`src/rtl/commit_scheduler.sv`:
```
// In-order commit scheduler: holds speculative offloaded instructions until committed or killed,
// then dispatches committed ones in issue order; head waits on dispatch_ready, killed heads drop silently.
module commit_scheduler #(
  parameter int X_ID_WIDTH  = 4,
  parameter int QUEUE_DEPTH = 4,
  parameter int INSTR_WIDTH = 32
) (
  input  logic                           ck,
  input  logic                           rst,
  input  logic                           issue_valid,
  output logic                           issue_ready,
  input  logic [X_ID_WIDTH-1:0]          issue_id,
  input  logic [INSTR_WIDTH-1:0]         issue_instr,
  input  logic                           commit_valid,
  input  logic [X_ID_WIDTH-1:0]          commit_id,
  input  logic                           commit_kill,
  output logic                           dispatch_valid,
  input  logic                           dispatch_ready,
  output logic [X_ID_WIDTH-1:0]          dispatch_id,
  output logic [INSTR_WIDTH-1:0]         dispatch_instr,
  output logic [$clog2(QUEUE_DEPTH):0]   occupancy,
  output logic                           commit_miss
);

  localparam int PW = $clog2(QUEUE_DEPTH);
  localparam int CW = PW + 1;

  typedef struct packed {
    logic                   valid;
    logic                   committed;
    logic                   killed;
    logic [X_ID_WIDTH-1:0]  id;
    logic [INSTR_WIDTH-1:0] instr;
  } entry_t;

  entry_t          q [QUEUE_DEPTH];
  entry_t          head_e;
  logic [PW-1:0]   head, tail, idx, match_idx;
  logic            match_found, issue_acc, new_match, retire;

  // Walk from head towards tail so the oldest pending entry with this ID wins.
  always_comb begin
    match_found = 1'b0;
    match_idx   = head;
    idx         = head;
    for (int i = 0; i < QUEUE_DEPTH; i++) begin
      idx = head + PW'(i);
      if (!match_found && q[idx].valid && !q[idx].committed && !q[idx].killed &&
          q[idx].id == commit_id) begin
        match_found = 1'b1;
        match_idx   = idx;
      end
    end
  end

  always_comb begin
    head_e         = q[head];
    issue_ready    = rst & (occupancy != CW'(QUEUE_DEPTH));
    issue_acc      = issue_valid & issue_ready;
    dispatch_valid = head_e.valid & head_e.committed & ~head_e.killed;
    dispatch_id    = head_e.id;
    dispatch_instr = head_e.instr;
    retire         = (dispatch_valid & dispatch_ready) | (head_e.valid & head_e.killed);
    // A same-cycle issue is the youngest entry, so it only catches commits nothing older claimed.
    new_match      = commit_valid & issue_acc & ~match_found & (issue_id == commit_id);
  end

  always_ff @(posedge ck) begin
    if (!rst) begin
      for (int i = 0; i < QUEUE_DEPTH; i++) q[i] <= '0;
      head        <= '0;
      tail        <= '0;
      occupancy   <= '0;
      commit_miss <= 1'b0;
    end else begin
      if (retire) begin
        q[head].valid <= 1'b0;
        head          <= head + PW'(1);
      end
      if (issue_acc) begin
        q[tail] <= '{valid:     1'b1,
                     committed: new_match & ~commit_kill,
                     killed:    new_match & commit_kill,
                     id:        issue_id,
                     instr:     issue_instr};
        tail    <= tail + PW'(1);
      end
      if (commit_valid && match_found) begin
        if (commit_kill) q[match_idx].killed    <= 1'b1;
        else             q[match_idx].committed <= 1'b1;
      end
      case ({issue_acc, retire})
        2'b10:   occupancy <= occupancy + CW'(1);
        2'b01:   occupancy <= occupancy - CW'(1);
        default: occupancy <= occupancy;
      endcase
      commit_miss <= commit_valid & ~match_found & ~new_match;
    end
  end

endmodule

```
`config.mk`:
```
export PLATFORM = sky130hd
export DESIGN_NAME = commit_scheduler
export DESIGN_NICKNAME = d
export VERILOG_FILES = /design/src/rtl/commit_scheduler.sv
export SDC_FILE = /design/constraint.sdc
export NUM_CORES = 1
export LEC_CHECK = 0
export ABC_AREA = 1
export CORE_ASPECT_RATIO = 0.5
export CORE_MARGIN = 8
export CORE_UTILIZATION = 28
export CTS_BUF_LIST = sky130_fd_sc_hd__clkbuf_4 sky130_fd_sc_hd__clkbuf_8
export CTS_CLUSTER_SIZE = 28
export DETAILED_ROUTE_END_ITERATION = 16
export DONT_BUFFER_PORTS = 1
export PLACE_DENSITY_LB_ADDON = 0.12
export SYNTH_ARGS = -nofsm -noshare
export SYNTH_HDL_FRONTEND = slang
export SYNTH_SLANG_ARGS = --single-unit
export TNS_END_PERCENT = 100
```
`constraint.sdc`:
```
create_clock -name ck -period 2.5 [get_ports ck]
set_input_delay 0.25 -clock ck [delete_from_list [all_inputs] [get_ports ck]]
set_output_delay 0.25 -clock ck [all_outputs]
set_load 0.02 [all_outputs]
```
### Word level (Yosys, flattened, before mapping)

Memory sizes are Yosys's and may differ from the RTL's. A register that Yosys moved wholly into a read port is not among the register bits.
Index checks and enable logic that the tools add are counted.

| operators by class | value |
|---|---|
| equal/unequal tests | 8 |
| mux-type cells | 34 |
| $add $sub $neg | 6 |
| reductions and logical operators | 31 |
| bitwise logic cells | 18 |

Operators with widths:

| cell | number |
|---|---|
| 39-bit two-way mux | 3 |
| 39-bit OR reduction | 3 |
| 4-bit equality test | 5 |
| 1-bit two-way mux | 20 |
| 2-bit two-way mux | 9 |
| 1-bit logical AND | 16 |
| 1-bit AND | 13 |
| 1-bit logical NOT | 11 |
| 3-bit case mux with 2 select lines | 1 |
| 2-bit by 1-bit adder with 2-bit output, second input constant | 2 |
| 2-bit adder, second input constant | 2 |
| 1-bit NOT | 4 |
| 3-bit by 1-bit adder with 3-bit output, second input constant | 1 |
| 3-bit two-way mux | 1 |
| 3-bit inequality test, second input constant | 1 |
| 3-bit by 1-bit subtractor with 3-bit output, second input constant | 1 |
| 2-bit by 1-bit equality test with 1-bit output, second input constant | 1 |
| 2-bit equality test, second input constant | 1 |
| 2-bit nonzero test | 1 |
| 1-bit bitwise OR | 1 |

| word-level totals | value |
|---|---|
| RAM bits | 156 |
| bits of input ports | 46 |
| output and inout bits | 42 |
| memories | 1 |
| bits in registers | 8 |

Memories:

| name | words | width | read ports | clocked after memory_dff | wr ports | RTL line | text |
|---|---|---|---|---|---|---|---|
| q | 4 | 39 | 4 | 1 | 4 | 36 | `entry_t q [QUEUE_DEPTH];` |

### Depth between registers and ports, before layout

Gate-level depths: netlist of the first run.

| logic depth | value |
|---|---|
| depth after elaboration | 29 |
| gate-level depth with buffers | 20 |

### Worst setup path before layout of the first run

Ideal clock, no wire load.

| timing path | value |
|---|---|
| kind | flip-flop to flip-flop |
| from | register occupancy[0] |
| to | memory q[2][0] (netlist name) (enable) |
| clock period less this slack | 2.933 ns |
| cell stages (with the launch flop) | 8 |
| arrival time | 2.539 ns |
| path buffers | 1 |
| setup time | 0.394 ns |
| setup slack | -0.433 ns |
| path through | dfxtp_1 -> inv_1 -> a31oi_1 -> nand2_1 -> inv_1 -> nand2_1 -> clkbuf_1 -> nand2_1 |

RTL lines:

| what | RTL line | text |
|---|---|---|
| start, declared | 21 | `output logic [$clog2(QUEUE_DEPTH):0] occupancy,` |
| start signal, assigned | 93 | `2'b10: occupancy <= occupancy + CW'(1);` |
| start signal, assigned | 94 | `2'b01: occupancy <= occupancy - CW'(1);` |
| start signal, assigned | 95 | `default: occupancy <= occupancy;` |
| end, declared | 36 |  |

==> results.toml, run 1 <==
[power]
clock_power_share = 0.325
power-per-cell-area_mw_per_mm2 = 584
power.leakage_nw = 4.20
p_int_mw = 4.12
p_comb_frac = 0.108
max-vdd-ir-drop_v = 0.000207
switching_share = 0.270
seq_power_share = 0.567
total_power_mw = 5.65
p_switching_mw = 1.53

[critical_path]
r2r-end = "q[1][37]"
critPathKind = "reg2out"
reg2reg_from = "head[0]"
crit_fanout = 64
r2r_setup_slack_ns = 0.29
r2r_cells = 15
end_kind = "primary output"
cp-start-kind = "flop"
arrival_ns = 2.16
critPathRequiredTime_ns = 2.25

[placed_design]
numPortBuffers = 0
place_congestion = 0.811
hpwlAfterDp_um = 16300

[synth]
syn_area_per_cell_um2 = 8.34
seq_area_frac_synth = 0.569
syn_area_mm2 = 0.00838
yosysWarnings = 0
syn-num-nets = 1057
synthDistinctLibCells = 29
yosys_register_bits = 166
syn-instance-count = 1005

[cells_and_area]
antenna_cells = 0
drive_gt1_frac = 0.108
syn2layout_area_growth_pct = 15.4
finalNetCount = 1087
fill_cells = 3078

[drt]
drt_iter0_drc = 499
drtPass1Iterations = 7
vias = 6757
ant_nets = 0
drt_wl_total_um = 25100
wire_per_inst_um = 17.4
drc_errors = 0
viasPerCell = 4.70

[timing]
drv_slew = 0
fin_crit_sh = 0.964
slew_headroom = 0.585
min_period_ns = 2.41
holdWs_ns = 0.0403
worst_pin_slew_ns = 0.621
finClkSkew_ns = 0.0182
fmax_mhz = 415
finalHoldViolCount = 0
setup-violations-final = 0
rsz0062_at_grt = "yes"

[outcome]
status = "finished, final reports clean"

[clock_tree]
h-tree-depth = 4
clk_pin_slew_worst_paths_ns = 0.10
cts.sinks = 166
root_buffer = "clkbuf_8"
cts_tree = "done"
clock_path_buffers = 2
cts_buffers = 17
clock_latency_ns = 0.47

[global_routing]
grt_use_met1 = 0.177
antenna_found_initial = 0
grt_util_met2 = 0.232
top_usage_layer = "met2"
track_usage = 0.138
grt_pass1_vias = 6557
grt_pass1_wl_um = 38400
grt_use_met3 = 0.0274
grt_max_degree = 65
gr-total-overflow = 0

[hold_path]
hold-path-cell-count = 2
holdCritStartpoint = "issue_instr[21]"
min_to = "q[1][21]"
min_path_type = "in2reg"

[flow_run]
cap_violations = 0

[floorplan]
dieWidth_um = 261
die_y_um = 138
core_mm2 = 0.0292
dieArea_mm2 = 0.0360
initial_utilization = 0.287
io_pins = 88
num_rows = 44
-- layout by cell type, fill, tap and decap left out, types with 6 or more instances in the layout --
master / instances
inv_1: 95
nand2_2: 7
edfxtp_1: 144
o21ai_0: 80
nor2_1: 245
nand2_1: 208
inv_2: 6
buf_4: 42
nand3_1: 64
o22ai_1: 27
nor2_2: 6
dlygate4sd3_1: 17
clkbuf_8: 18
a21oi_1: 8
dfxtp_1: 20
-- power groups by stage --
stage	clock, mW	sequential (mW)	combinational, mW
2_1_floorplan	0	3.25	0.385
3_3_place_gp	0	3.27	0.588
3_5_place_dp	0	3.27	0.590
4_1_cts	1.89	3.21	0.622
5_1_grt	2.00	3.22	0.677
6_report	1.84	3.20	0.609
-- how the worst max path moves through the flow --
stage | from | endpoint | slack (ns) | cells after the start
after global placement | flop | q[0][36] | 0.20 | 13
after global routing | flop | dispatch_instr[16] | -0.05 | 4
after floorplan | occupancy[0] | q[2][0] | 0.08 | 7
final | flop | dispatch_instr[10] | 0.09 | 4
after CTS | flop | dispatch_instr[31] | 0.02 | 4
after detailed placement | flop | q[3][36] | 0.20 | 14
-- routing by layer --
layer  up-vias  part of all wire  wire length (µm)
met1      3274              0.47             11700
met4         0             0.016               402
met3        29             0.037               926
met2       126              0.48             12100
met5         -                 0                 0
li1       3328                 -                 -
-- registers in the layout (all words and copies together), names as in the netlist, named ones only --
| register | flops |
|---|---|
| tail | 2 |
| head | 2 |
| commit_miss | 1 |
| occupancy | 3 |
| q | 156 |
-- cells in the mapped netlist --
cell,n,share of area
a21oi_1,8,0.0048
a31oi_1,1,0.00075
buf_2,8,0.0048
buf_4,2,0.0018
buf_6,3,0.0040
clkbuf_1,42,0.019
dfxtp_1,22,0.053
edfxtp_1,144,0.52
fa_1,1,0.0024
ha_1,5,0.0075
inv_1,96,0.043
inv_2,6,0.0027
inv_4,1,0.00075
nand2_1,217,0.097
nand2_2,3,0.0022
nand3_1,65,0.039
nand3_2,2,0.0024
nand3b_1,2,0.0018
nand4_1,5,0.0037
nor2_1,247,0.11
nor2_2,4,0.0030
nor3_1,1,0.00060
nor3_2,1,0.0012
o211ai_1,1,0.00090
o21ai_0,80,0.048
o21ai_1,1,0.00060
o22ai_1,32,0.024
xnor2_1,4,0.0042
xor2_1,1,0.0010
-- area by class of cell --
type,count,area (µm²),area share
Clock inverter,13,106,0.0110
Tap cell,391,489,0.0506
Sequential cell,166,4770,0.493
Multi-Input combinational cell,681,3070,0.317
Inverter,103,392,0.0405
Clock buffer,18,241,0.0250
Timing Repair Buffer,66,602,0.0623
-- kinds of logic (layout without fill, tap and decap cells) --
group / count (synthesis) / count (layout) / share of synthesized area
AND/OR/NAND/NOR: 547 / 547 / 0.262
buffers and inverters: 158 / 200 / 0.0759
flip-flops: 166 / 166 / 0.569
adder cells (fa/ha/maj): 6 / 6 / 0.00986
AO/OA/AOI/OAI: 123 / 123 / 0.0787
XOR/XNOR: 5 / 5 / 0.00523
-- timing repair --
item,in CTS,in global routing
pin swaps,0,2
hold endpoints to repair,55,0
buffers inserted,0,1
hold buffers,17,0
gates resized for setup,7,11
setup endpoints to repair,32,27
-- critical path, cell delays in order, from the launching register on --
cell      delay (ns)
dfxtp_4         0.39
inv_2           0.22
clkbuf_8        0.46
o21ai_0         0.14
o22ai_1         0.45
-- stage by stage --
step	TNS (ns)	worst slack [ns]	util	instances	area, µm²
6_report	0	0.0893	0.331	1438	9670
5_1_grt	-0.175	-0.0483	0.331	1438	9670
2_1_floorplan	0	0.0799	-	1005	8410
3_3_place_gp	0	0.195	0.310	1389	9070
3_5_place_dp	0	0.195	0.310	1389	9070
4_1_cts	0	0.0180	0.329	1437	9630
No activity file was read; power rests on OpenSTA's default activity.
==> inputs of run 2 (changes only) <==
--- a/config.mk
+++ b/config.mk
@@ -6,6 +6,7 @@
 export NUM_CORES = 1
 export LEC_CHECK = 0
 export ABC_AREA = 1
+export CAP_MARGIN = 20
 export CORE_ASPECT_RATIO = 0.5
 export CORE_MARGIN = 8
 export CORE_UTILIZATION = 28
@@ -14,7 +15,8 @@
 export DETAILED_ROUTE_END_ITERATION = 16
 export DONT_BUFFER_PORTS = 1
 export PLACE_DENSITY_LB_ADDON = 0.12
+export SKIP_LAST_GASP = 1
 export SYNTH_ARGS = -nofsm -noshare
 export SYNTH_HDL_FRONTEND = slang
 export SYNTH_SLANG_ARGS = --single-unit
-export TNS_END_PERCENT = 100
+export TNS_END_PERCENT = 50
==> results.toml, run 2 (synthesized netlist as in run 1, its figures left out) <==
[outcome]
status = "finished, final reports clean"

[timing]
holdWs_ns = 0.0410
drv_slew = 0
setup_ws_ns = 0.217
fin_crit_sh = 0.913
finClkSkew_ns = 0.0175
worst_pin_slew_ns = 0.553
min_period_ns = 2.28
finalHoldViolCount = 0
fmax_mhz = 438
rsz0062_at_grt = "no"
setup-violations-final = 0
slew_headroom = 0.637

[power]
seq_power_share = 0.551
p_comb_frac = 0.111
p_switching_mw = 1.56
max-vdd-ir-drop_v = 0.000241
power.leakage_nw = 4.32
p_int_mw = 4.25
power-per-cell-area_mw_per_mm2 = 583
clock_power_share = 0.338
switching_share = 0.268

[global_routing]
track_usage = 0.141
grt_util_met2 = 0.232
gr-total-overflow = 0
grt_use_met1 = 0.185
antenna_found_initial = 0
grt_pass1_wl_um = 38700
grt_pass1_vias = 6511
grt_use_met3 = 0.0314
grt_max_degree = 65
top_usage_layer = "met2"

[cells_and_area]
multi_input_area_mm2 = 0.00303
largest_reg_flops = 156
fill_cells = 2992
mostFrequentLayoutCells = "246 x nor2_1, 209 x nand2_1, 144 x edfxtp_1"
antenna_cells = 0
syn2layout_area_growth_pct = 18.9
layout_commonest_cell = "nor2_1"
largest_registers = "q: 156 flops, occupancy: 3 flops"
largest_register = "q"
regArea_mm2 = 0.00477
drive_gt1_frac = 0.0999
finalNetCount = 1110
final_util = 0.341
final_cell_area_mm2 = 0.00996

[clock_tree]
clk_pin_slew_worst_paths_ns = 0.09
root_buffer = "clkbuf_8"
h-tree-depth = 4
cts_tree = "done"
clock_path_buffers = 2
cts.sinks = 166
cts_buffers = 17
clock_latency_ns = 0.50

[drt]
drt_wl_total_um = 25200
vias = 6760
ant_nets = 0
viasPerCell = 4.62
drc_errors = 0
wire_per_inst_um = 17.3
drtPass1Iterations = 5
drt_iter0_drc = 466

[floorplan]
dieArea_mm2 = 0.0360
core_mm2 = 0.0292
dieWidth_um = 261
initial_utilization = 0.287
die_y_um = 138
num_rows = 44
io_pins = 88

[flow_run]
cap_violations = 0

[critical_path]
crit_path_max_incr_delay_ns = 0.44
critPathKind = "reg2out"
arrival_ns = 2.03
crit_chain = "inv_4, buf_8, o21ai_0, o22ai_1"
critPathRequiredTime_ns = 2.25
cp-start-kind = "flop"
crit_fanout = 64
critical_path.slowest_cell = "o22ai_1"
end_kind = "primary output"

[placed_design]
hpwlAfterDp_um = 15900
numPortBuffers = 0
place_congestion = 0.782
pre_cts_slack_ns = 0.181
dpl-instance-area_mm2 = 0.00909

[hold_path]
min_path_type = "in2reg"
==> run 2: changes by cell type in the layout (fill, tap and decap cells not counted), sizes merged <==
cell	previous run	this run
dlygate4sd3	17	43
buf	48	45
clkinvlp	1	3
bufinv	1	2
clkbuf	19	17
==> run 2: worst paths after layout <==
check	from	endpoint	slack [ns]	cells after the start
worst min-delay path	issue_instr[5]	q[1][5]	0.04	2
worst max-delay path	flop	dispatch_instr[9]	0.22	4
worst max register to register	flop	occupancy[0]	0.23	11
worst min register to register	q[3][38]	q[3][38]	0.52	2
==> run 2: layout make-up <==
| cell class | count | area share |
|---|---|---|
| repair buffers | 88 | 0.0892 |
| clock buffers | 17 | 0.0235 |
| inverters | 103 | 0.0397 |
| clock inverters | 15 | 0.0149 |
| multi-input cells | 681 | 0.304 |
| flip-flops and latches | 166 | 0.479 |
| well taps | 391 | 0.0491 |
| repair inverters | 1 | 0.000754 |
==> run 2: stage by stage <==
stage          std cells  power, mW  TNS, ns
3_3_place_gp        1385       3.86        0
4_1_cts             1460       5.89        0
2_1_floorplan       1005       3.64    -7.60
6_report            1462       5.81        0
3_5_place_dp        1385       3.86        0
5_1_grt             1462       6.07        0
==> run 2: worst max-delay path: cells and delay by family, from the launching register on <==
| kind | cells | cell delay (ns) |
|---|---|---|
| AOI/OAI and AO/OA | 2 | 0.57 |
| buffers and inverters | 2 | 0.55 |
| DFF | 1 | 0.40 |
==> run 2: power by group through the flow <==
stage / combinational (mW) / sequential (mW) / clock (mW)
3_3_place_gp: 0.593 / 3.27 / 0
2_1_floorplan: 0.383 / 3.25 / 0
3_5_place_dp: 0.596 / 3.27 / 0
4_1_cts: 0.661 / 3.20 / 2.03
5_1_grt: 0.717 / 3.22 / 2.14
6_report: 0.646 / 3.20 / 1.97
==> run 2: repair_timing <==
action                                  CTS  global route
endpoints found under the setup margin   32            22
hold buffers                             43             0
setup buffers                             0             1
endpoints found under the hold margin   133             0
pin swaps                                 0             0
gates cloned                              0             1
gates resized for setup                   4            10
==> run 2: layer usage <==
| metal | part of all wire | up-vias |
|---|---|---|
| li1 | - | 3371 |
| met3 | 0.033 | 20 |
| met4 | 0.012 | 0 |
| met5 | 0 | - |
| met2 | 0.48 | 103 |
| met1 | 0.47 | 3266 |
==> inputs of run 3 (changes only) <==
--- a/config.mk
+++ b/config.mk
@@ -16,6 +16,7 @@
 export DONT_BUFFER_PORTS = 1
 export PLACE_DENSITY_LB_ADDON = 0.12
 export SKIP_LAST_GASP = 1
+export SLEW_MARGIN = 25
 export SYNTH_ARGS = -nofsm -noshare
 export SYNTH_HDL_FRONTEND = slang
 export SYNTH_SLANG_ARGS = --single-unit
==> constraint.sdc (replaced) <==
create_clock -name ck -period 2.15 [get_ports ck]
set_input_delay 0.215 -clock ck [delete_from_list [all_inputs] [get_ports ck]]
set_output_delay 0.215 -clock ck [all_outputs]
set_load 0.02 [all_outputs]
==> results.toml, run 3 (synthesized netlist as in run 1, its figures left out) <==
[outcome]
status = "finished, violations left"
violations = "hold timing"

[critical_path]
r2r_setup_slack_ns = 0.07
cp-start-kind = "flop"
crit_fanout = 6
critPathRequiredTime_ns = 2.53
cp-startpoint = "head[0]"
crit_path_max_incr_delay_ns = 0.42
cp_common_cell = "nand2_1"
end_kind = "flop"
arrival_ns = 2.46
critPathKind = "reg2reg"
critical_path.slowest_cell = "dfxtp_4"
reg2reg_from = "head[0]"
crit_chain = "inv_6, buf_4, nand2_1, nand2_1, nor2_2, nand3_1, nand2_2, nand3_2, nor2_4, nand4_1, nand2_1, nand2_1, nand2_2, inv_2, nand3_1, nand2_1"

[timing]
fmax_mhz = 481
finClkSkew_ns = 0.0115
min_period_ns = 2.08
holdWs_ns = -0.0870
setup-violations-final = 0
fin_crit_sh = 0.967
worst_pin_slew_ns = 0.350
finalHoldViolCount = 10
drv_slew = 0
slew_headroom = 0.767
rsz0062_at_grt = "yes"
setup_ws_ns = 0.0706

[clock_tree]
cts.sinks = 166
cts_buffers = 17
clock_latency_ns = 0.48
root_buffer = "clkbuf_8"
clock_path_buffers = 2
h-tree-depth = 4
clk_pin_slew_worst_paths_ns = 0.10
cts_tree = "done"

[global_routing]
grt_pass1_wl_um = 38300
grt_pass1_vias = 6790
gr-total-overflow = 0
grt_max_degree = 57
antenna_found_initial = 0
track_usage = 0.136

[floorplan]
initial_utilization = 0.287
num_rows = 44
dieArea_mm2 = 0.0360
dieWidth_um = 261
die_y_um = 138
core_mm2 = 0.0292
io_pins = 88

[cells_and_area]
finalNetCount = 1162
drive_gt1_frac = 0.182
largest_register = "q"
antenna_cells = 0
final_util = 0.364
syn2layout_area_growth_pct = 26.9
stdcell_count = 1514
layout_commonest_cell = "nor2_1"
largest_reg_flops = 156
largest_registers = "q: 156 flops, occupancy: 3 flops"
mostFrequentLayoutCells = "242 x nor2_1, 183 x nand2_1, 144 x edfxtp_1"

[flow_run]
cap_violations = 0

[drt]
drc_errors = 0
vias = 6963
ant_nets = 0
drtPass1Iterations = 5
viasPerCell = 4.60
drt_iter0_drc = 346
drt_wl_total_um = 25000
wire_per_inst_um = 16.5

[power]
power.leakage_nw = 4.63
p_int_mw = 5.05
total_power_mw = 6.93
max-vdd-ir-drop_v = 0.000277
clock_power_share = 0.342
p_switching_mw = 1.88
p_comb_frac = 0.121
seq_power_share = 0.537
switching_share = 0.272
power-per-cell-area_mw_per_mm2 = 651

[placed_design]
place_congestion = 0.848
dp.cells = 1429
pre_cts_slack_ns = -0.111
hpwlAfterDp_um = 16100
numPortBuffers = 0

[hold_path]
holdCritStartpoint = "rst"
min_path_type = "in2reg"
-- run 3: cell types whose count changed in the layout (fill, tap and decap cells not counted), sizes merged --
| cell | before | now |
|---|---|---|
| buf | 45 | 96 |
| dlygate4sd3 | 43 | 45 |
| clkinv | 8 | 5 |
| inv | 106 | 110 |
| clkinvlp | 3 | 1 |
-- run 3: worst paths after layout --
path                       end  depth (start not counted)
setup / recovery      q[3][36]                         16
hold / removal    occupancy[2]                          2
setup reg to reg      q[3][36]                         16
hold reg to reg       q[3][38]                          2
-- run 3: routing by layer --
metal | vias up | GRT usage | part of all wire
met5 | - | 0 | 0
met4 | 0 | 0.0359 | 0.011
met3 | 21 | 0.0287 | 0.026
met2 | 87 | 0.231 | 0.49
met1 | 3367 | 0.175 | 0.47
li1 | 3488 | - | -
-- run 3: what timing repair did --
item | in CTS | in global routing
gates resized for setup | 8 | 75
endpoints found under the setup margin | 41 | 42
endpoints found under the hold margin | 154 | 11
setup buffers | 0 | 8
pin swaps | 1 | 23
hold buffers | 44 | 1
-- run 3: layout make-up --
type,count,area [µm²]
Multi-Input combinational cell,681,3230
Clock buffer,17,234
Clock inverter,15,166
Fill cell,3020,18600
Timing Repair Buffer,141,1340
Tap cell,391,489
Inverter,103,399
Sequential cell,166,4780
-- run 3: power by group through the flow --
stage,Clock [mW],Combinational (mW),Sequential (mW)
final,2.37,0.837,3.72
after floorplan,0,0.450,3.78
after global placement,0,0.748,3.80
after detailed placement,0,0.750,3.80
after global routing,2.56,0.922,3.74
after CTS,2.44,0.820,3.72
-- run 3: through the flow --
| step | area [µm²] | TNS, ns |
|---|---|---|
| CTS | 10300 | -0.0484 |
| floorplan | 8420 | -0.0187 |
| finish | 10600 | 0 |
| detailed placement | 9460 | -0.860 |
| global placement | 9460 | -0.698 |
| global route | 10600 | -0.648 |
-- run 3: critical path: cells and delay by family (launching register included) --
family | cells | cell delay [ns]
flip-flops | 1 | 0.42
AND/OR/NAND/NOR | 13 | 1.29
buffers and inverters | 3 | 0.29
